`config.mk`:
```
export PLATFORM = sky130hd
export DESIGN_NAME = addr_map_cfg
export DESIGN_NICKNAME = d
export VERILOG_FILES = /design/src/rtl/addr_map_cfg_pkg.sv /design/src/rtl/addr_rule_check.sv /design/src/rtl/addr_map_cfg.sv
export SDC_FILE = /design/constraint.sdc
export NUM_CORES = 1
export LEC_CHECK = 0
export CORE_MARGIN = 3
export CORE_UTILIZATION = 60
export DETAILED_ROUTE_END_ITERATION = 7
export PLACE_DENSITY = 0.82
export SLEW_MARGIN = 20
export SYNTH_ARGS = -nofsm -noshare
export SYNTH_HDL_FRONTEND = slang
export SYNTH_SLANG_ARGS = --single-unit
```
`constraint.sdc`:
```
create_clock -name clk_i -period 12.45 [get_ports clk_i]
set_clock_uncertainty 0.1 [all_clocks]
set_input_delay 2.49 -clock clk_i [delete_from_list [all_inputs] [get_ports clk_i]]
set_output_delay 2.49 -clock clk_i [all_outputs]
set_load 0.1 [all_outputs]
```
`src/rtl/addr_map_cfg_pkg.sv`:
```
// Shared types for the address-map controller: rule layout, config field codes, FSM states.
// ADDR_MAP_CFG_OVERLAP_CHECK_EN adds the CHK_OVL state and uses rule_overlap().
package addr_map_cfg_pkg;

  typedef logic [31:0] addr_t;

  typedef struct packed {
    int unsigned idx;
    addr_t       start_addr;
    addr_t       end_addr;
  } rule_t;

  localparam int unsigned RuleW = $bits(rule_t);

  typedef enum logic [1:0] {
    FIELD_IDX   = 2'd0,
    FIELD_START = 2'd1,
    FIELD_END   = 2'd2
  } cfg_field_e;

`ifdef ADDR_MAP_CFG_OVERLAP_CHECK_EN
  typedef enum logic [1:0] {
    IDLE    = 2'd0,
    CHECK   = 2'd1,
    CHK_OVL = 2'd2
  } state_e;
`else
  typedef enum logic [1:0] {
    IDLE  = 2'd0,
    CHECK = 2'd1
  } state_e;
`endif

  function automatic int unsigned idx_width(input int unsigned n);
    return (n > 1) ? $clog2(n) : 1;
  endfunction

  // An end address of zero stands for the top of the address space (2^N).
  function automatic logic rule_overlap(input rule_t a, input rule_t b);
    logic [$bits(addr_t):0] w_end_a;
    logic [$bits(addr_t):0] w_end_b;
    w_end_a = (a.end_addr == '0) ? {1'b1, {$bits(addr_t){1'b0}}} : {1'b0, a.end_addr};
    w_end_b = (b.end_addr == '0) ? {1'b1, {$bits(addr_t){1'b0}}} : {1'b0, b.end_addr};
    return ({1'b0, b.start_addr} < w_end_a) && ({1'b0, a.start_addr} < w_end_b);
  endfunction

endpackage

```
`src/rtl/addr_rule_check.sv`:
```
// Combinational validity test of one rule: non-empty range (end==0 means top of space), legal idx.
// Zero latency; no flow control.
module addr_rule_check
  import addr_map_cfg_pkg::*;
#(
  parameter int unsigned NoIndices = 32'd4
) (
  input  rule_t i_rule,
  output logic  o_ok
);

  logic w_range_ok;
  logic w_idx_ok;

  assign w_range_ok = (i_rule.start_addr < i_rule.end_addr) || (i_rule.end_addr == '0);
  assign w_idx_ok   = (i_rule.idx < NoIndices);
  assign o_ok       = w_range_ok && w_idx_ok;

endmodule

```
`src/rtl/addr_map_cfg.sv`:
```
// Shadow/active address map with commit-time validation, one rule (or pair) per cycle; config port stalls while busy.
// ADDR_MAP_CFG_OVERLAP_CHECK_EN adds a pairwise overlap pass before the atomic swap.
module addr_map_cfg
  import addr_map_cfg_pkg::*;
#(
  parameter  int unsigned NoIndices    = 32'd4,
  parameter  int unsigned NoRules      = 32'd4,
  localparam int unsigned RuleIdxWidth = idx_width(NoRules)
) (
  input  logic                       clk_i,
  input  logic                       rst_ni,
  input  logic                       cfg_req_i,
  output logic                       cfg_gnt_o,
  input  logic                       cfg_we_i,
  input  logic [RuleIdxWidth-1:0]    cfg_rule_i,
  input  logic [1:0]                 cfg_field_i,
  input  logic [$bits(addr_t)-1:0]   cfg_wdata_i,
  output logic [$bits(addr_t)-1:0]   cfg_rdata_o,
  output logic                       cfg_rvalid_o,
  input  logic                       commit_i,
  output logic                       busy_o,
  output logic                       commit_done_o,
  output logic                       commit_err_o,
  output logic [RuleIdxWidth-1:0]    err_rule_o,
  output logic                       map_valid_o,
  output logic [NoRules*RuleW-1:0]   addr_map_o
);

  state_e                  r_state, w_state_nxt;
  logic [RuleIdxWidth-1:0] r_cnt, w_cnt_nxt;
  rule_t [NoRules-1:0]     r_shadow;
  rule_t [NoRules-1:0]     r_active;
  logic [$bits(addr_t)-1:0] r_rdata;
  logic                    r_rvalid;
  logic                    r_done, w_done_nxt;
  logic                    r_err, w_err_nxt;
  logic [RuleIdxWidth-1:0] r_err_rule, w_err_rule_nxt;
  logic                    r_map_valid;
  logic                    w_swap;
  logic                    w_gnt;
  logic                    w_rule_legal;
  logic                    w_rule_ok;
  logic [$bits(addr_t)-1:0] w_rd_val;
`ifdef ADDR_MAP_CFG_OVERLAP_CHECK_EN
  logic [RuleIdxWidth-1:0] r_j, w_j_nxt;
`endif

  assign w_gnt        = cfg_req_i && (r_state == IDLE);
  assign w_rule_legal = (32'(cfg_rule_i) < NoRules) && (cfg_field_i != 2'd3);

  addr_rule_check #(
    .NoIndices (NoIndices)
  ) u_rule_check (
    .i_rule (r_shadow[r_cnt]),
    .o_ok   (w_rule_ok)
  );

  always_comb begin
    w_state_nxt    = r_state;
    w_cnt_nxt      = r_cnt;
    w_done_nxt     = 1'b0;
    w_err_nxt      = 1'b0;
    w_err_rule_nxt = r_err_rule;
    w_swap         = 1'b0;
`ifdef ADDR_MAP_CFG_OVERLAP_CHECK_EN
    w_j_nxt        = r_j;
`endif
    unique case (r_state)
      IDLE: begin
        if (commit_i) begin
          w_state_nxt = CHECK;
          w_cnt_nxt   = '0;
        end
      end
      CHECK: begin
        if (!w_rule_ok) begin
          w_err_nxt      = 1'b1;
          w_err_rule_nxt = r_cnt;
          w_state_nxt    = IDLE;
        end else if (32'(r_cnt) == NoRules - 1) begin
`ifdef ADDR_MAP_CFG_OVERLAP_CHECK_EN
          if (NoRules > 1) begin
            w_state_nxt = CHK_OVL;
            w_cnt_nxt   = '0;
            w_j_nxt     = RuleIdxWidth'(1);
          end else begin
            w_swap      = 1'b1;
            w_done_nxt  = 1'b1;
            w_state_nxt = IDLE;
          end
`else
          w_swap      = 1'b1;
          w_done_nxt  = 1'b1;
          w_state_nxt = IDLE;
`endif
        end else begin
          w_cnt_nxt = r_cnt + RuleIdxWidth'(1);
        end
      end
`ifdef ADDR_MAP_CFG_OVERLAP_CHECK_EN
      // r_cnt is the lower rule i, r_j the upper rule j of the pair under test.
      CHK_OVL: begin
        if (rule_overlap(r_shadow[r_cnt], r_shadow[r_j])) begin
          w_err_nxt      = 1'b1;
          w_err_rule_nxt = r_j;
          w_state_nxt    = IDLE;
        end else if (32'(r_j) == NoRules - 1) begin
          if (32'(r_cnt) == NoRules - 2) begin
            w_swap      = 1'b1;
            w_done_nxt  = 1'b1;
            w_state_nxt = IDLE;
          end else begin
            w_cnt_nxt = r_cnt + RuleIdxWidth'(1);
            w_j_nxt   = r_cnt + RuleIdxWidth'(2);
          end
        end else begin
          w_j_nxt = r_j + RuleIdxWidth'(1);
        end
      end
`endif
      default: w_state_nxt = IDLE;
    endcase
  end

  always_ff @(posedge clk_i or negedge rst_ni) begin
    if (!rst_ni) begin
      r_state     <= IDLE;
      r_cnt       <= '0;
      r_done      <= 1'b0;
      r_err       <= 1'b0;
      r_err_rule  <= '0;
      r_map_valid <= 1'b0;
`ifdef ADDR_MAP_CFG_OVERLAP_CHECK_EN
      r_j         <= '0;
`endif
    end else begin
      r_state    <= w_state_nxt;
      r_cnt      <= w_cnt_nxt;
      r_done     <= w_done_nxt;
      r_err      <= w_err_nxt;
      r_err_rule <= w_err_rule_nxt;
      if (w_swap) r_map_valid <= 1'b1;
`ifdef ADDR_MAP_CFG_OVERLAP_CHECK_EN
      r_j        <= w_j_nxt;
`endif
    end
  end

  always_comb begin
    w_rd_val = '0;
    if (w_rule_legal) begin
      case (cfg_field_e'(cfg_field_i))
        FIELD_IDX:   w_rd_val = r_shadow[cfg_rule_i].idx;
        FIELD_START: w_rd_val = r_shadow[cfg_rule_i].start_addr;
        FIELD_END:   w_rd_val = r_shadow[cfg_rule_i].end_addr;
        default:     w_rd_val = '0;
      endcase
    end
  end

  // Shadow writes land at the accepting edge, so a write paired with commit_i is checked.
  always_ff @(posedge clk_i or negedge rst_ni) begin
    if (!rst_ni) begin
      r_shadow <= '0;
      r_active <= '0;
      r_rdata  <= '0;
      r_rvalid <= 1'b0;
    end else begin
      r_rvalid <= w_gnt && !cfg_we_i;
      if (w_gnt && !cfg_we_i) r_rdata <= w_rd_val;
      if (w_gnt && cfg_we_i && w_rule_legal) begin
        case (cfg_field_e'(cfg_field_i))
          FIELD_IDX:   r_shadow[cfg_rule_i].idx        <= cfg_wdata_i;
          FIELD_START: r_shadow[cfg_rule_i].start_addr <= cfg_wdata_i;
          FIELD_END:   r_shadow[cfg_rule_i].end_addr   <= cfg_wdata_i;
          default:     ;
        endcase
      end
      if (w_swap) r_active <= r_shadow;
    end
  end

  assign cfg_gnt_o     = w_gnt;
  assign cfg_rdata_o   = r_rdata;
  assign cfg_rvalid_o  = r_rvalid;
  assign busy_o        = (r_state != IDLE);
  assign commit_done_o = r_done;
  assign commit_err_o  = r_err;
  assign err_rule_o    = r_err_rule;
  assign map_valid_o   = r_map_valid;
  assign addr_map_o    = r_active;

endmodule

```
# [Yosys cells after proc, flatten, opt, wreduce, memory -nomap -nowiden]
# Index checks and enable logic that the tools add are counted.
[totals] register_bits=810 input_bits=41 output_inout_bits=424 word_cells=95
[classes] add_sub_neg=1 order_cmp=5 eq_ne=9 muxes=29 bitwise_logic=1 n_reduce_logical=18
[op_table] op="$bwmux W384" count=3
[op_table] op="$pmux W384 S3" count=1
[op_table] op="$demux W96 S2" count=3
[op_table] op="$bmux W96 S2" count=2
[op_table] op="$mux W96" count=3
[op_table] op="$pmux W32 S3" count=1
[op_table] op="$mux W32" count=2
[op_table] op="$mux W64" count=1
[op_table] op="$logic_not A32 Y1" count=1
[op_table] op="$lt A32 B3 Y1 const B" count=1
[op_table] op="$lt A32 B32 Y1" count=1
[op_table] op="$mux W2" count=6
[op_table] op="$ne A2 B2 Y1 const B" count=4
[op_table] op="$pmux W2 S2" count=2
[op_table] op="$logic_and A1 B1 Y1" count=6
[op_table] op="$lt A2 B3 Y1 const B" count=2
[op_table] op="$reduce_and A2 Y1" count=3
[op_table] op="$mux W1" count=5
[op_table] op="$eq A2 B1 Y1 const B" count=2
[op_table] op="$eq A2 B2 Y1 const B" count=2
[op_table] op="$logic_not A2 Y1" count=2
[op_table] op="$reduce_and A4 Y1" count=1
[op_table] op="$reduce_bool A2 Y1" count=2
[op_table] op="$ne A3 B3 Y1 const B" count=1
[op_table] op="6 further kinds" count=6

# [Longest topological paths before layout]
[depth] depth_word=7 mapped_depth=15 mapped_depth_nobuf=10

# [By module]
# From an unflattened synthesis, not the netlist that was laid out.
[hier_totals] hier_cells=3228 hier_area_um2=35647.9
[by_module_without_submodules] module="addr_map_cfg" instances=1 cells_per_inst=3099 area_each_um2=34753.3 seq_area_each_um2=20244.4
[by_module_without_submodules] module="addr_rule_check" instances=1 cells_per_inst=129 area_each_um2=894.6 seq_area_each_um2=0.0

# [Worst setup path after synthesis]
# Ideal clock, no wire load.
[synth_path] kind="input to output" start="input cfg_req_i" end="output cfg_gnt_o" t_arrival_ns=3.876 required_time_ns=9.860 slack_ns=5.984 stages=1 n_path_buf=0 path_cell_list="nor2b_1"
[synth_via] elab_chain_len=1
[synth_lines] item="start: declaration" line="addr_map_cfg.sv:12" rtl="input logic cfg_req_i,"
[synth_lines] item="$logic_and A1 B1 Y1" line="addr_map_cfg.sv:48" rtl="assign w_gnt = cfg_req_i && (r_state == IDLE);"
[synth_lines] item="end: declaration" line="addr_map_cfg.sv:13" rtl="output logic cfg_gnt_o,"
# No other way between the ends.

# [Final worst setup path]
# Same ends and word-level chain as after synthesis.

==> summary.md <==
| Metric | Value |
|---|---|
| Peak supply drop | `0.111 mV` |
| Chip Height | `253 microns` |
| Final setup violation count | `0` |
| Wire length per cell | `34.7 microns` |
| Critical Path RT | `9.86 ns` |
| Row count | `89` |
| Max-slew headroom | `16.7%` |
| Fmax | `0.136 GHz` |
| H-Tree Depth | `3` |
| CTS tree | `done` |
| Setup_tns | `0 ns` |
| Clock sinks | `809` |
| First-pass GRT wire length | `178000 microns` |
| Final HPWL DP | `76000 microns` |
| Total track usage | `37.6%` |
| Leakage | `20.3 nW` |
| Area leader, netlist | `dfrtp_1` |
| Routed vias/inst | `7.52` |
| Synthesized area per cell | `15.8 sq um` |
| M1 GR Usage | `51.4%` |
| Layout Cells excl Fill | `3487` |
| Die ar. | `0.0639 sq mm` |
| Kind of end point of the critical path | `output port` |
| CTS buffer count | `82` |
| Top FF cell, synth | `dfrtp_1` |
| Post-cts resize count | `0` |
| Placed cell area | `0.0414 sq mm` |
| Clk buf depth | `3` |
| I/O pins | `465` |
| Buf/Inv on CP | `2` |
| Cts hold-fix bufs | `0` |
| Initial antenna violation count | `7` |
| Post-layout power | `7.11 mW` |
| Outcome | `finished clean` |
| Antenna-violating nets left | `0` |
| Post-layout net count | `2722` |
| Total global routing overflow | `0` |
| Synth Instances | `2311` |
| GRT met3 Usage | `11.3%` |
| Area contributors post-synth | `dfrtp_1 55%, mux2_4 12%, a32o_1 11%` |
| Post-synth top area share | `55.4%` |
| Number of port buffers | `464` |
| Reg2Reg Depth | `12` |
| RSZ-0062 raised after global routing | `no` |
| Synth Cell Area | `0.0365 sq mm` |
| Final Max Slew Viols | `0` |
| CP delay by family, top | `buffers and inverters` |
| Layout cell share with drive strength beyond 1 | `26.1%` |
| Placed cell count | `3330` |
| Die width | `253 microns` |
| Initial core utilization | `61.3%` |
| Post-Syn Nets | `2388` |
| Tightest Hold Check Type | `flop to flop` |
| Grt peak-use layer | `met2` |
| Instance count on the critical path | `3` |
| Synthesized flop and latch total | `809` |
| Ys Warns | `0` |
| Vias in the first global route | `26500` |
| Fin util | `74.3%` |
| Worst-path cell chain | `clkdlybuf4s50_1 -> nor2b_1 -> clkdlybuf4s50_1` |
| Largest net degree at the start of global routing | `196` |
| Crit path top cell by count | `clkdlybuf4s50_1` |
| # Post-CTS Setup Buffers | `0` |
| Fin crit share | `59.0%` |
| DRT Pass-1 Iters | `6` |
| Finished Cell Area | `0.0442 sq mm` |
| Cell count of the worst hold path | `1` |
| Post-synthesis sequential area ratio | `55.4%` |
| Clock period minus final worst setup slack | `7.35 ns` |
| RePlAce Congestion | `0.897` |
| Crit Path Class | `input port to output port` |
| Layout area overhead | `21.1%` |
| CP Launch Type | `input port` |
| Clock transition at the registers of the reported paths | `0.06 ns` |
| CP max FO | `3` |
| Worst-Margin Slew | `1.25 ns` |
| Final hold violations | `0` |
| Asr flop ratio synth | `100%` |
| MaxCap Viol Count | `0` |
| Number of flops mapped to enable cells by yosys | `0` |
| Remaining DRCs | `0` |
| CP arrival | `4.76 ns` |
| Post-Route WL | `121000 microns` |
| Pwr dens | `161 mW/mm^2` |
| Met2 usage in global routing | `55.7%` |
| Post-synthesis cell type count | `49` |
| Vias | `26200` |
| Drt initial violations | `3987` |
| Critical-path top delay cell | `clkdlybuf4s50_1` |
| Worst path max stage delay | `1.24 ns` |
| Core area | `0.0596 sq mm` |
| CTS Root Cell | `clkbuf_16` |
| Worst skew pair latency | `0.64 ns` |
placed cells by master (no fill, tap or decap), types with 32 or more instances in the layout:
| master | count |
|---|---|
| a222oi_1 | 32 |
| a32o_1 | 384 |
| clkbuf_16 | 85 |
| clkdlybuf4s50_1 | 461 |
| dfrtp_1 | 807 |
| ha_1 | 33 |
| inv_1 | 41 |
| mux2_1 | 38 |
| mux2_2 | 48 |
| mux2_4 | 300 |
| mux4_2 | 160 |
| nand2_1 | 40 |
| nor4_1 | 35 |
| o21ai_0 | 40 |
layout make-up:
class / count / area [sq um]
Timing Repair Buffer: 502 / 5100
Tap cell: 773 / 967
Clock inverter: 31 / 332
Antenna cell: 4 / 10.0
Sequential cell: 809 / 20300
Clock buffer: 118 / 2430
Inverter: 41 / 154
Multi-Input combinational cell: 1209 / 15000
Fill cell: 3496 / 15300
final timing paths:
kind / from / end / slack, ns
worst max register to register: r_cnt[0] / addr_map_o[293] / 5.72
worst min-delay path: map_valid_o / map_valid_o / 0.37
min in group asynchronous: rst_ni / map_valid_o / 1.86
worst min register to register: map_valid_o / map_valid_o / 0.37
max in group asynchronous: rst_ni / r_cnt[1] / 7.92
worst max-delay path: cfg_req_i / cfg_gnt_o / 5.10
where the power goes:
part           switching, mW  total (mW)  internal [mW]
clock                   1.06        2.54           1.48
sequential             0.361        3.20           2.84
combinational          0.846        1.37          0.519
synth_stat cells (10+ instances only):
cell type  number
a21o_1         10
a21oi_1        10
a222oi_1       32
a32o_1        384
buf_1          34
buf_6          38
clkbuf_1      172
dfrtp_1       809
ha_1           36
inv_1          41
mux2_1         38
mux2_2         48
mux2_4        300
mux4_2        160
nand2_1        40
nand4_1        15
nor4_1         35
o21ai_0        40
worst reg2reg max path: stages (launching register included):
cell      delay, ns
dfrtp_4        1.06
buf_4          0.64
mux4_2         0.60
ha_1           0.32
nand4_1        0.21
nor4_1         0.69
nand3_1        0.16
o211ai_1       0.29
o32ai_2        0.17
nand3_4        0.12
buf_12         0.76
buf_4          1.04
mux2_2         0.47
logic make-up after synthesis:
| logic type | after synthesis | synth area share, % |
|---|---|---|
| xor+xnor | 1 | 0.0240 |
| compound gates | 495 | 12.7 |
| simple gates | 130 | 1.94 |
| flops | 809 | 55.4 |
| fa+ha+maj | 36 | 1.23 |
| mux | 547 | 24.9 |
| buf+inv | 293 | 3.83 |
per-stage QoR:
step | hold WS [ns] | setup WS (ns)
floorplan | 0.376 | 5.98
global placement | 0.351 | 5.14
detailed placement | 0.355 | 5.14
CTS | 0.372 | 5.14
global route | 0.411 | 5.07
finish | 0.366 | 5.10
metal layers:
metal,wire [microns],vias up
met5,39,-
met4,7120,6
met2,54200,2251
met1,43800,13600
met3,15600,496
li1,-,9901
Power figures use the tool's default switching activity.
